File: config.mk
export PLATFORM = sky130hd
export DESIGN_NAME = error_capture_serial_flat
export DESIGN_NICKNAME = d
export VERILOG_FILES = /design/src/rtl/error_capture_serial_if.sv /design/src/rtl/error_capture_serial.sv /design/src/flat_wrapper.sv
export SDC_FILE = /design/constraint.sdc
export NUM_CORES = 1
export LEC_CHECK = 0
export BUFFER_PORTS_ARGS = -buffer_cell sky130_fd_sc_hd__buf_2
export CAP_MARGIN = 15
export CORE_MARGIN = 8
export CORE_UTILIZATION = 42
export CTS_CLUSTER_SIZE = 30
export DETAILED_ROUTE_END_ITERATION = 6
export PLACE_DENSITY_LB_ADDON = 0.2
export REMOVE_ABC_BUFFERS = 1
export SLEW_MARGIN = 20
export SYNTH_ARGS = -nofsm -noshare
export SYNTH_HDL_FRONTEND = slang
export SYNTH_SLANG_ARGS = --single-unit
export TNS_END_PERCENT = 20
File: constraint.sdc
create_clock -name Clock -period 2.2 [get_ports Clock]
set_clock_uncertainty 0.05 [all_clocks]
set_input_delay 0 -clock Clock [delete_from_list [all_inputs] [get_ports Clock]]
set_output_delay 0 -clock Clock [all_outputs]
set_load 0.005 [all_outputs]
File: src/rtl/error_capture_serial_if.sv
// Bus between the error capture unit and its environment: frame/qualifier/error inputs,
// serial readout and counter/flag outputs.
interface error_capture_serial_if #(
   parameter int unsigned FL  = 104,
   parameter int unsigned NCH = 2,
   parameter int unsigned CW  = 16,
   parameter int unsigned FW  = 8
);
   logic                Ready;
   logic [NCH-1:0]      Valid;
   logic [NCH*FL-1:0]   b1_error;
   logic                ShiftEn;
   logic                Clear;
   logic                KeepShift;
   logic [NCH-1:0]      BitOut;
   logic [NCH*CW-1:0]   ErrCount;
   logic [FW-1:0]       FrameCount;
   logic [NCH-1:0]      Overflow;
   logic                Missed;

   modport master (
      output Ready, Valid, b1_error, ShiftEn, Clear,
      input  KeepShift, BitOut, ErrCount, FrameCount, Overflow, Missed
   );

   modport slave (
      input  Ready, Valid, b1_error, ShiftEn, Clear,
      output KeepShift, BitOut, ErrCount, FrameCount, Overflow, Missed
   );
endinterface

File: src/rtl/error_capture_serial.sv
// Multi-channel error capture: saturating per-channel bit-error counters, frame counter,
// and a per-channel snapshot shifted out LSB-first, one bit per ShiftEn strobe.
module error_capture_serial #(
   parameter int unsigned FL  = 104,
   parameter int unsigned NCH = 2,
   parameter int unsigned CW  = 16,
   parameter int unsigned FW  = 8
) (
   input logic                     Clock,
   input logic                     nReset,
   error_capture_serial_if.slave   bus
);

   localparam int unsigned PCW = $clog2(FL + 1);
   localparam int unsigned SW  = ((CW > PCW) ? CW : PCW) + 1;
   localparam int unsigned BCW = $clog2(FL + 1);
   localparam logic [CW-1:0] CNT_MAX = '1;

   typedef enum logic {
      ST_IDLE  = 1'b0,
      ST_SHIFT = 1'b1
   } state_t;

   state_t                   r_state;
   state_t                   w_state_nxt;
   logic                     r_keep;
   logic                     w_load;
   logic                     w_shift;
   logic                     w_miss_evt;

   logic [NCH-1:0][FL-1:0]   r_shift;
   logic [BCW-1:0]           r_bit_cnt;
   logic [NCH-1:0][CW-1:0]   r_err;
   logic [FW-1:0]            r_fc;
   logic [NCH-1:0]           r_ov;
   logic                     r_miss;

   logic [NCH-1:0][PCW-1:0]  w_pop;
   logic [NCH-1:0][SW-1:0]   w_sum;
   logic [NCH-1:0]           w_sat;
   logic [NCH-1:0]           w_bitout;

   // State register; KeepShift is registered from the next state so it tracks SHIFT exactly
   always_ff @(posedge Clock or negedge nReset) begin
      if (!nReset) begin
         r_state <= ST_IDLE;
         r_keep  <= 1'b0;
      end else begin
         r_state <= w_state_nxt;
         r_keep  <= (w_state_nxt == ST_SHIFT);
      end
   end

   // Next-state: leave SHIFT on the strobe that moves the bit counter from FL-1 to FL
   always_comb begin
      w_state_nxt = r_state;
      case (r_state)
         ST_IDLE:  if (bus.Ready) w_state_nxt = ST_SHIFT;
         ST_SHIFT: if (bus.ShiftEn && (r_bit_cnt == BCW'(FL - 1))) w_state_nxt = ST_IDLE;
         default:  w_state_nxt = ST_IDLE;
      endcase
   end

   // FSM controls: snapshot only from IDLE, frames arriving mid-shift are flagged as missed
   always_comb begin
      w_load     = 1'b0;
      w_shift    = 1'b0;
      w_miss_evt = 1'b0;
      case (r_state)
         ST_IDLE:  w_load = bus.Ready;
         ST_SHIFT: begin
            w_shift    = bus.ShiftEn;
            w_miss_evt = bus.Ready;
         end
         default: ;
      endcase
   end

   // Snapshot shift registers and transfer bit counter
   always_ff @(posedge Clock or negedge nReset) begin
      if (!nReset) begin
         r_shift   <= '0;
         r_bit_cnt <= '0;
      end else if (w_load) begin
         for (int unsigned c = 0; c < NCH; c++)
            r_shift[c] <= bus.Valid[c] ? bus.b1_error[c*FL +: FL] : '0;
         r_bit_cnt <= '0;
      end else if (w_shift) begin
         for (int unsigned c = 0; c < NCH; c++)
            r_shift[c] <= {1'b0, r_shift[c][FL-1:1]};
         r_bit_cnt <= r_bit_cnt + BCW'(1);
      end
   end

   // Per-channel popcount and widened sum for saturation detection
   always_comb begin
      for (int unsigned c = 0; c < NCH; c++) begin
         w_pop[c] = '0;
         for (int unsigned b = 0; b < FL; b++)
            w_pop[c] = w_pop[c] + PCW'(bus.b1_error[c*FL + b]);
         w_sum[c] = SW'(r_err[c]) + SW'(w_pop[c]);
         w_sat[c] = (w_sum[c] > SW'(CNT_MAX));
      end
   end

   // Counters and sticky flags; Clear wins over a same-cycle Ready
   always_ff @(posedge Clock or negedge nReset) begin
      if (!nReset) begin
         r_err  <= '0;
         r_fc   <= '0;
         r_ov   <= '0;
         r_miss <= 1'b0;
      end else if (bus.Clear) begin
         r_err  <= '0;
         r_fc   <= '0;
         r_ov   <= '0;
         r_miss <= 1'b0;
      end else if (bus.Ready) begin
         r_fc <= r_fc + FW'(1);
         for (int unsigned c = 0; c < NCH; c++) begin
            if (bus.Valid[c]) begin
               if (w_sat[c]) begin
                  r_err[c] <= CNT_MAX;
                  r_ov[c]  <= 1'b1;
               end else begin
                  r_err[c] <= CW'(w_sum[c]);
               end
            end
         end
         if (w_miss_evt) r_miss <= 1'b1;
      end
   end

   always_comb begin
      for (int unsigned c = 0; c < NCH; c++)
         w_bitout[c] = r_shift[c][0] & r_keep;
   end

   assign bus.KeepShift  = r_keep;
   assign bus.BitOut     = w_bitout;
   assign bus.ErrCount   = r_err;
   assign bus.FrameCount = r_fc;
   assign bus.Overflow   = r_ov;
   assign bus.Missed     = r_miss;

endmodule

File: src/flat_wrapper.sv
// flat-port wrapper written by rule: the top's interface ports become plain ports
module error_capture_serial_flat 
#(
   parameter int unsigned FL  = 104,
   parameter int unsigned NCH = 2,
   parameter int unsigned CW  = 16,
   parameter int unsigned FW  = 8
)
  (Clock, nReset, bus_Ready, bus_Valid, bus_b1_error, bus_ShiftEn, bus_Clear, bus_KeepShift, bus_BitOut, bus_ErrCount, bus_FrameCount, bus_Overflow, bus_Missed);
  error_capture_serial_if #(.FL(FL), .NCH(NCH), .CW(CW), .FW(FW)) bus_i ();
  input logic Clock;
  input logic nReset;
  input wire logic [$bits(bus_i.Ready)-1:0] bus_Ready;
  input wire logic [$bits(bus_i.Valid)-1:0] bus_Valid;
  input wire logic [$bits(bus_i.b1_error)-1:0] bus_b1_error;
  input wire logic [$bits(bus_i.ShiftEn)-1:0] bus_ShiftEn;
  input wire logic [$bits(bus_i.Clear)-1:0] bus_Clear;
  output wire logic [$bits(bus_i.KeepShift)-1:0] bus_KeepShift;
  output wire logic [$bits(bus_i.BitOut)-1:0] bus_BitOut;
  output wire logic [$bits(bus_i.ErrCount)-1:0] bus_ErrCount;
  output wire logic [$bits(bus_i.FrameCount)-1:0] bus_FrameCount;
  output wire logic [$bits(bus_i.Overflow)-1:0] bus_Overflow;
  output wire logic [$bits(bus_i.Missed)-1:0] bus_Missed;
  assign bus_i.Ready = bus_Ready;
  assign bus_i.Valid = bus_Valid;
  assign bus_i.b1_error = bus_b1_error;
  assign bus_i.ShiftEn = bus_ShiftEn;
  assign bus_i.Clear = bus_Clear;
  assign bus_KeepShift = bus_i.KeepShift;
  assign bus_BitOut = bus_i.BitOut;
  assign bus_ErrCount = bus_i.ErrCount;
  assign bus_FrameCount = bus_i.FrameCount;
  assign bus_Overflow = bus_i.Overflow;
  assign bus_Missed = bus_i.Missed;
  error_capture_serial #(.FL(FL), .NCH(NCH), .CW(CW), .FW(FW)) u_core (.Clock(Clock), .nReset(nReset), .bus(bus_i));
endmodule
======== Word-level counts from Yosys, hierarchy flattened ========
Index checks and enable logic that the tools add are counted.
word-level totals
  bits of input ports ..................... 215
  logic and storage cells ................. 268
  output and inout port bits .............. 46
  register bits after elaboration ......... 259
operators by class
  equality and inequality tests ........... 1
  $lt $le $gt $ge ......................... 2
  reduce and logical (&&, ||, !) cells .... 13
  add/subtract/negate cells ............... 210
  mux-type cells .......................... 29
  bitwise operators ....................... 3
operators with widths
  operator                                                         count
  adder 7 x 1 -> 7 bit                                             204
  2-to-1 mux 208 bit                                               2
  2-to-1 mux 104 bit                                               2
  2-to-1 mux 16 bit                                                4
  2-to-1 mux 32 bit                                                2
  adder 16 x 7 -> 17 bit                                           2
  greater-than comparator 17 x 16 -> 1 bit, second input constant  2
  2-to-1 mux 8 bit                                                 2
  2-to-1 mux 7 bit                                                 2
  nonzero test 2 bit                                               7
  2-to-1 mux 1 bit                                                 12
  adder 8 x 1 -> 8 bit, second input constant                      1
  adder 7 x 1 -> 7 bit, second input constant                      1
  equality test 7 bit, second input constant                       1
  AND reduction 2 bit                                              3
  AND reduction 3 bit                                              2
  adder 1 x 1 -> 2 bit                                             2
  2-to-1 mux 2 bit                                                 2
  bitwise AND 1 bit                                                2
  case mux 1 bit (2 select lines)                                  1
  logical AND 1 bit                                                1
  inverter 1 bit                                                   1

======== Logic depth before layout (Yosys ltp) ========
Gate-level depths: netlist (run 1).
  depth in word-level cells ............... 109
  depth in mapped cells ................... 30
  depth with buffers taken out ............ 29

======== Worst setup path before layout (run 1) ========
OpenSTA, ideal clock, no wires.
  kind .................................... input to register
  from .................................... input port bus_b1_error[0]
  to ...................................... register u_core.r_err (netlist bit u_core.bus.ErrCount[10])
  data arrival time ....................... 7.272 ns
  buffers on the path ..................... 1
  cell stages on the path ................. 26
  path slack .............................. -5.253 ns
  required time ........................... 2.019 ns
  cells stage by stage .................... ha_1 > inv_1 > fa_1 > fa_1 > inv_1 > fa_1 > fa_1 > fa_1 > fa_1 > fa_1 > fa_1 > inv_1 > fa_1 > inv_1 > ha_1 > nor2b_1 > o21ai_0 > a21boi_0 > or4b_1 > nand3_1 > ha_1 > a211o_1 > o21ai_1 > nand3b_4 > buf_4 > o21ai_1
between the ends
  word-level cells in the longest chain between the ends .. 109
ends and longest elaborated chain
  what                                      line                         text
  start: declaration                        flat_wrapper.sv:15           input wire logic [$bits(bus_i.b1_error)-1:0] bus_b1_error;
  adder 1 x 1 -> 2 bit (*)                  error_capture_serial.sv:100  w_pop[c] = w_pop[c] + PCW'(bus.b1_error[c*FL + b]);
  adder 7 x 1 -> 7 bit (*) (102 in series)  error_capture_serial.sv:100
  adder 16 x 7 -> 17 bit (*)                error_capture_serial.sv:101  w_sum[c] = SW'(r_err[c]) + SW'(w_pop[c]);
  greater-than comparator 17 x 16 -> 1 bit  error_capture_serial.sv:102  w_sat[c] = (w_sum[c] > SW'(CNT_MAX));
  2-to-1 mux 16 bit (*)                     error_capture_serial.sv:122  if (w_sat[c]) begin
  2-to-1 mux 16 bit (*)                     error_capture_serial.sv:121  if (bus.Valid[c]) begin
  2-to-1 mux 32 bit (*)                     error_capture_serial.sv:118  end else if (bus.Ready) begin
  2-to-1 mux 32 bit (*)                     error_capture_serial.sv:113  end else if (bus.Clear) begin
  end signal: indexed assignment            error_capture_serial.sv:126  r_err[c] <= CW'(w_sum[c]);
  end: declaration                          error_capture_serial.sv:33   logic [NCH-1:0][CW-1:0] r_err;
Mark *: on every way between the ends. The rest lies on a longest branch, timed or not. The select of a mux whose other input is x is not followed.
A chain may end at the register's enable or synchronous reset.

======== Worst setup path in the final report (run 1) ========
  from .................................... input port bus_b1_error[164]
  to ...................................... register u_core.r_err (netlist bit u_core.bus.ErrCount[30])
between the ends
  word-level cells in the longest chain between the ends .. 50
ends and longest elaborated chain
  what                                      line
  adder 7 x 1 -> 7 bit (*) (44 in series)   error_capture_serial.sv:100
  adder 16 x 7 -> 17 bit (*)                error_capture_serial.sv:101
  greater-than comparator 17 x 16 -> 1 bit  error_capture_serial.sv:102
  2-to-1 mux 16 bit (*)                     error_capture_serial.sv:122
  2-to-1 mux 16 bit (*)                     error_capture_serial.sv:121
  2-to-1 mux 32 bit (*)                     error_capture_serial.sv:118
  2-to-1 mux 32 bit (*)                     error_capture_serial.sv:113
Marked as above.

==> out/results.env, run 1 <==
GP_CONGESTION=0.8617
NUM-NETS-FINAL=3095
CTS-BUFFERS-INSERTED=34
SYNTH-MAIN-FF-CELL='dfrtp_1'
TRACK_USAGE_PCT=22.78
IOPINCOUNT=261
CTS_TREE='yes'
MOST_COMMON_CELL_IN_THE_SYNTHESIZED_NETLIST='nand2_1'
NETLIST_INSTANCES=2017
ROWS=76
WORSTPATHREQUIRED_NS=2.60
CTS_BUFFER_DEPTH=3
CORE_UM2=42890
ROUTED_VIA_DENSITY=5.214
ASYNCSETRESETFLOPFRACSYNTH_PCT=100.0
DRC_ERRORS=0
GRT_REMAINING_OVERFLOW=0
CLKTRANSATPATHREGS_NS=0.05
FAILING_CHECKS='negative hold slack, negative setup slack'
ROUTED_LENGTH_ON_MET1_UM=24210
TOP_SIGNAL_LAYER_USED='met4'
MET3WIRELENGTH_UM=3632
WL_PER_CELL_UM=17.70
START_UTIL_PCT=42.29
DPL_CELL_AREA_UM2=21620
OVERALL_VIA_COUNT_FROM_DETAIL_ROUTE=16930
SYNTH_TOP_AREA_SHARE_PCT=35.73
CP-START-KIND='input pin'
LARGEST_NET_DEGREE_AT_THE_START_OF_GLOBAL_ROUTING=103
SYNTH.DISTINCT_CELLS=63
SYNTH.AREA.TOP_CELLS='dfrtp_1, fa_1, nand2_1, a21oi_1, a31oi_1'
NETLIST.TOP_CELL.BY_AREA='dfrtp_1'
WORST-R2R-SETUP-SLACK_NS=0.05
CTS_SINKS=259
TIMING.HOLD.WS_NS=-0.002623
RR_WORST_DEPTH=9
SYNTH_AREA_PER_CELL_UM2=8.993
DETAIL_ROUTE.WIRELENGTH_UM=57460
SYN_TO_FINAL_GROWTH_PCT=39.89
FLOORPLAN.DIE_AREA_UM2=50090
FINALSETUPVIOLATIONS=34
CP_MAX_FO=8
MAXCLOCKFREQUENCY_MHz=141.2
FINAL_CELL_AREA_UM2=25370
MAXSLEWHEADROOM_PCT=46.68
DIE_HEIGHT_UM=223.8
RSZ0062_AT_GRT='true'
OUTCOME='finished with violations'
DPL.CELL_COUNT=2964
SYNTH_EDF_COUNT=0
DP.FINAL_HPWL_UM=39660
PLACEMENT.IO_BUFFERS=260
WORSTSETUPENDPOINTTYPE='register'
CLK_LATENCY_WORST_SKEW_PAIR_NS=0.54
SLEW_VIOL_FINAL=0
ANTENNA_FOUND_INITIAL=1
GRT_FIRST_PASS_WIRELENGTH_UM=93100
TIMING.FINAL.CRIT_SHARE_PCT=322.0
REMAINING_ANTENNA_VIOLATION_COUNT=0
GRT_PASS1_VIAS=17830
DETAILED_ROUTER_ITERATION_COUNT_BEFORE_ANTENNA_REPAIR=7
NFILLCELLS=3653
YOSYSSEQAREASHARE_PCT=35.73
DRIVE_GT1_SHARE_PCT=24.32
LAYOUT_SETUP_WS_NS=-4.883
WORST-ENDPOINT-ARRIVAL_NS=7.48
DR.FIRST_ITER.DRC_COUNT=1208
SETUP.WORST_PATH.CLASS='input pin to register'
TOTALNEGATIVESETUPSLACK_NS=-163.23
TIMING.FINAL.HOLD_VIOLATIONS=3
CLK_ROOT_BUFFER_CELL='clkbuf_16'
DIE_W_UM=223.8
YOSYS_REGISTER_BITS=259
MET2WIRELENGTH_UM=27990
H-TREE-DEPTH=2
NUMBER_OF_MAXIMUM_CAPACITANCE_CONSTRAINT_VIOLATIONS=0
WORST_HOLD_PATH_TYPE='input pin to asynchronous set/reset pin'
SYNTH_AREA_UM2=18140
WORST_PIN_SLEW_NS=0.7998
YS_WARN_COUNT=0
LAYOUTNONFILLERINSTCOUNT=3246
LAYOUT_MIN_CYCLE_TIME_NS=7.083
SYNTH_COMMON_CELLS='nand2_1, inv_1, dfrtp_1, a21oi_1, fa_1'
DP_WORST_SETUP_SLACK_NS=-5.818
timing repair:
action                     4_1_cts  5_1_grt
gates cloned                     1        0
setup endpoints to repair       34       34
pin swaps                       34       60
buffers inserted                 3        4
hold buffers                   215        0
hold endpoints to repair       494        0
resized for setup               42       85
critical path: stages:
cell	delay, ns
buf_6	0.10
fa_1	0.55
inv_2	0.04
fa_1	0.53
inv_2	0.04
fa_1	0.49
inv_2	0.04
fa_1	0.49
inv_2	0.05
fa_1	0.51
inv_2	0.04
fa_1	0.54
fa_1	0.45
fa_1	0.53
fa_1	0.43
fa_2	0.37
fa_2	0.36
nor2b_1	0.13
o21ai_1	0.09
a21boi_1	0.21
buf_4	0.15
nor2_1	0.04
ha_1	0.31
o211ai_2	0.08
a21oi_2	0.07
o311a_4	0.42
and4b_4	0.21
a211oi_2	0.20
placed cells by master (no fill, tap or decap), types with 4 or more instances in the layout:
cell           netlist  routed
a211oi_2             2       4
a21oi_1            223     222
a31oi_1            177     177
and2_1               5       4
and3_1               6       6
and4_1               4       4
buf_12               0      20
buf_2               38     251
buf_4                5     212
buf_6                0       7
clkbuf_1            77       6
clkbuf_16            0      34
clkbuf_8             0      10
dfrtp_1            259     259
dlygate4sd3_1        0     215
fa_1               186     162
fa_2                 0      24
ha_1                56      50
ha_4                 0       6
inv_1              292     274
inv_2                0      18
mux2i_1              9       9
nand2_1            402     400
nand3_1             21      16
nand3_2              0       4
nand3b_1             5       5
nand4_1              7       7
nor2_1              64      61
nor2b_1              8       7
nor3_1               9       6
nor3_2               1       4
o211ai_1             7       7
o21ai_0             53      39
o21ai_1             15      20
o21ai_2              0       8
xor2_1              20      20
flip-flops by register name (all words and copies together), names as in the netlist:
| name | flops |
|---|---|
| u_core.bus.Overflow | 2 |
| u_core.bus.FrameCount | 8 |
| u_core.r_shift | 208 |
| u_core.bus.ErrCount | 32 |
| u_core.bus.Missed | 1 |
| u_core.r_bit_cnt | 7 |
| u_core.r_state | 1 |
path summary, 6_finish.rpt:
check                                         from                      end
setup / recovery                 bus_b1_error[164]  u_core.bus.ErrCount[30]
hold / removal                              nReset  u_core.bus.ErrCount[29]
setup reg to reg           u_core.bus.ErrCount[16]  u_core.bus.ErrCount[22]
hold reg to reg                u_core.r_bit_cnt[5]      u_core.r_bit_cnt[5]
max in group asynchronous                   nReset      u_core.r_shift[100]
min in group Clock                 bus_b1_error[3]        u_core.r_shift[3]
layer usage:
layer / GRT usage (%) / vias to the layer above
li1: - / 7844
met1: 29.81 / 8396
met2: 37.90 / 582
met3: 4.460 / 104
met4: 7.201 / 0
met5: 0 / -
kinds of logic (layout without fill, tap and decap cells):
group	Yosys count	in the layout	share of synthesized area, %
AND/OR/NAND/NOR	552	553	12.78
AO/OA/AOI/OAI	517	517	16.54
buffers and inverters	415	1057	8.954
flip-flops	259	259	35.73
adder cells (fa/ha/maj)	242	242	24.39
XOR/XNOR	23	23	1.111
multiplexers	9	9	0.4967
other	0	1	0
cell type report:
| class | instances | area [um^2] | share of cell area (%) |
|---|---|---|---|
| clock buffers | 50 | 1011 | 3.984 |
| inverters | 292 | 1096 | 4.320 |
| well taps | 585 | 732.0 | 2.885 |
| diodes | 1 | 2.502 | 0.009862 |
| flip-flops and latches | 259 | 6481 | 25.54 |
| clock inverters | 8 | 111.4 | 0.4389 |
| repair buffers | 707 | 5509 | 21.71 |
| multi-input cells | 1344 | 10430 | 41.11 |
through the flow:
step | hold WS, ns | util [%]
2_1_floorplan | -0.3456 | -
3_3_place_gp | -0.01671 | 50.40
3_5_place_dp | -0.01311 | 50.40
4_1_cts | 0.03295 | 58.39
5_1_grt | 0.04040 | 59.16
6_report | -0.002623 | 59.17
Power of run 1 is not shown: default switching activity piles up to over one toggle a cycle in this logic, so the estimate is an artifact.
==> inputs of run 2 (changes only) <==
Settings changed: REMOVE_ABC_BUFFERS 1 to not set.
==> run 2 against run 1 <==
Via count down 0.31%. Register-to-register slack worse by 0.09 ns. Utilization is 0.20 points lower. Sequential share of layout area up 0.087 points. Maximum frequency shrank 0.66%. Global-route usage shrank 0.59 points. Worst hold slack better by 0.058 ns. The run ends with negative setup slack left. Cell count is essentially flat.
==> out/results.env, run 2 (synthesis gave the netlist of run 1 again) <==
CLKTRANSATPATHREGS_NS=0.06  # about the same
PATH_DELAY_FAMILY='adder cells'
CTS_TREE='yes'
NUM-NETS-FINAL=3093  # -0.065%
CLK_LATENCY_WORST_SKEW_PAIR_NS=0.58  # +0.04 ns
DETAIL_ROUTE.WIRELENGTH_UM=56330  # -2.0%
GRT_PASS1_VIAS=17520  # -1.7%
MAXCLOCKFREQUENCY_MHz=140.2  # -0.66%
CP-START-KIND='input pin'
LAYOUT_SETUP_WS_NS=-4.930  # -0.04736 ns
LAYOUT_COMMONEST_CELL='nand2_1'
WORST-R2R-SETUP-SLACK_NS=-0.04  # -0.09 ns
RSZ0062_AT_GRT='true'
LAYOUTNONFILLERINSTCOUNT=3244  # -0.062%
H-TREE-DEPTH=1  # -1
WORST_HOLD_PATH_TYPE='input pin to register'
ROUTED_VIA_DENSITY=5.202  # -0.25%
ANTENNA_FOUND_INITIAL=2  # +1
TIMING.FINAL.CRIT_SHARE_PCT=324.1  # +2.2 points
RR_WORST_DEPTH=9  # unchanged
TRACK_USAGE_PCT=22.19  # -0.59 points
SETUP.WORST_PATH.CLASS='input pin to register'
CTS_SINKS=259  # unchanged
LARGEST_REGISTER_FF_COUNT=208  # unchanged
FLOORPLAN.DIE_AREA_UM2=50090  # unchanged
START_UTIL_PCT=42.29  # unchanged
WORSTPATHREQUIRED_NS=2.60  # about the same
LARGEST_NET_DEGREE_AT_THE_START_OF_GLOBAL_ROUTING=104  # +0.97%
FINALSETUPVIOLATIONS=34  # unchanged
DPL.CELL_COUNT=2963  # -0.034%
FAILING_CHECKS='negative setup slack'
CRIT_PATH_END='u_core.bus.ErrCount[31]'
WORST_SETUP_PATH_STARTPOINT='bus_b1_error[184]'
CLK_ROOT_BUFFER_CELL='clkbuf_16'
LAYOUT_MIN_CYCLE_TIME_NS=7.130  # +0.04736 ns
DIE_HEIGHT_UM=223.8  # unchanged
DETAILED_ROUTER_ITERATION_COUNT_BEFORE_ANTENNA_REPAIR=5  # -2
DP.FINAL_HPWL_UM=38660  # -2.5%
DRC_ERRORS=0  # unchanged
CRITICAL_PATH.REG2REG.ENDPOINT='u_core.bus.ErrCount[22]'
OVERALL_VIA_COUNT_FROM_DETAIL_ROUTE=16870  # -0.31%
SLEW_VIOL_FINAL=0  # unchanged
MAPPEDNETLISTNETS=2474
LARGEST_REGISTER='u_core.r_shift'
WORST_PIN_SLEW_NS=0.8628  # +0.06299 ns
NUMBER_OF_MAXIMUM_CAPACITANCE_CONSTRAINT_VIOLATIONS=0  # unchanged
PLACEMENT.IO_BUFFERS=260  # unchanged
SYN_TO_FINAL_GROWTH_PCT=39.42
WORSTSETUPENDPOINTTYPE='register'
DRIVE_GT1_SHARE_PCT=24.35  # +0.027 points
TIMING.FINAL.HOLD_VIOLATIONS=0  # -3
DP_WORST_SETUP_SLACK_NS=-5.629  # +0.1896 ns
CP_MAX_FO=8  # unchanged
WORST_PATH_MOST_REPEATED_CELL='fa_1'
GP_CONGESTION=0.8957  # +3.9%
OUTCOME='finished with violations'
ROWS=76  # unchanged
GRT_REMAINING_OVERFLOW=0  # unchanged
GRT_FIRST_PASS_WIRELENGTH_UM=91620  # -1.6%
CTS-BUFFERS-INSERTED=31  # -8.8%
LAYOUT_COMMON_CELLS='nand2_1, inv_1, dfrtp_1'
MAXSLEWHEADROOM_PCT=42.48  # -4.2 points
DR.FIRST_ITER.DRC_COUNT=1214  # +0.50%
DIE_W_UM=223.8  # unchanged
CRITICAL_PATH.MAX_STAGE_DELAY_NS=0.60  # +0.05 ns
CRITPATHSLOWESTCELL='fa_1'
CORE_UM2=42890  # unchanged
REMAINING_ANTENNA_VIOLATION_COUNT=0  # unchanged
R2R-START='u_core.bus.ErrCount[16]'
IOPINCOUNT=261  # unchanged
WL_PER_CELL_UM=17.36  # -1.9%
CTS_BUFFER_DEPTH=3  # unchanged
LAYOUT.CORE_UTILIZATION_PCT=58.97  # -0.20 points
CRITICAL_PATH_BUF_INV_COUNT=4  # -3
WORST-ENDPOINT-ARRIVAL_NS=7.53  # +0.05 ns
CP.DEPTH=25  # -11%
[run 2: cell types whose count changed in the layout (fill, tap and decap cells not counted), moves of 4 or more]
cell      previous run  this run
buf_6                7        11
fa_2                24        14
buf_4              212       208
inv_1              274       269
fa_1               162       172
inv_2               18        23
clkinv_2             2         8
[run 2: layout make-up]
type	instances	area (um^2)
fillers	3644	17600
multi-input cells	1344	10440
repair buffers	708	5509
clock inverters	13	145.1
diodes	2	5.005
inverters	292	1096
flip-flops and latches	259	6481
clock buffers	41	883.3
well taps	585	732.0
[run 2: routing by layer]
| layer | up-vias | wire [um] | track usage, % |
|---|---|---|---|
| met2 | 574 | 27220 | 36.38 |
| met3 | 97 | 3463 | 4.172 |
| met1 | 8367 | 23920 | 29.76 |
| met5 | - | 0 | 0 |
| met4 | 0 | 1729 | 6.606 |
| li1 | 7836 | - | - |
[run 2: timing repair]
action / in CTS / in global routing
endpoints found under the setup margin: 34 / 34
hold buffers: 216 / 0
setup buffers: 1 / 7
pin swaps: 16 / 52
resized for setup: 17 / 79
hold endpoints to repair: 497 / 0
gates cloned: 1 / 0
[run 2: worst min path at each step]
stage | from | end | slack (ns) | depth (start not counted)
floorplan | nReset | u_core.bus.ErrCount[0] | -0.35 | 0
global placement | nReset | u_core.bus.ErrCount[28] | -0.19 | 1
detailed placement | nReset | u_core.bus.Overflow[1] | -0.19 | 1
CTS | bus_Valid[0] | u_core.bus.ErrCount[0] | 0.03 | 4
global route | bus_Valid[0] | u_core.bus.ErrCount[1] | 0.1 | 4
finish | bus_Valid[0] | u_core.bus.ErrCount[1] | 0.06 | 4
[run 2: worst min-delay path, cell delays in order]
cell     delay [ns]
buf_2          0.11
nand2_1        0.24
a21oi_1        0.23
o21ai_1        0.06
[run 2: stage by stage]
stage	setup TNS, ns	hold slack, ns	instance area, um^2
floorplan	-167.08	-0.3456	18250
global placement	-185.05	-0.1880	21700
detailed placement	-188.25	-0.1877	21700
CTS	-163.03	0.02878	24980
global route	-171.62	0.09507	25290
finish	-165.11	0.05582	25290
Power of run 2 is left out for the same reason.
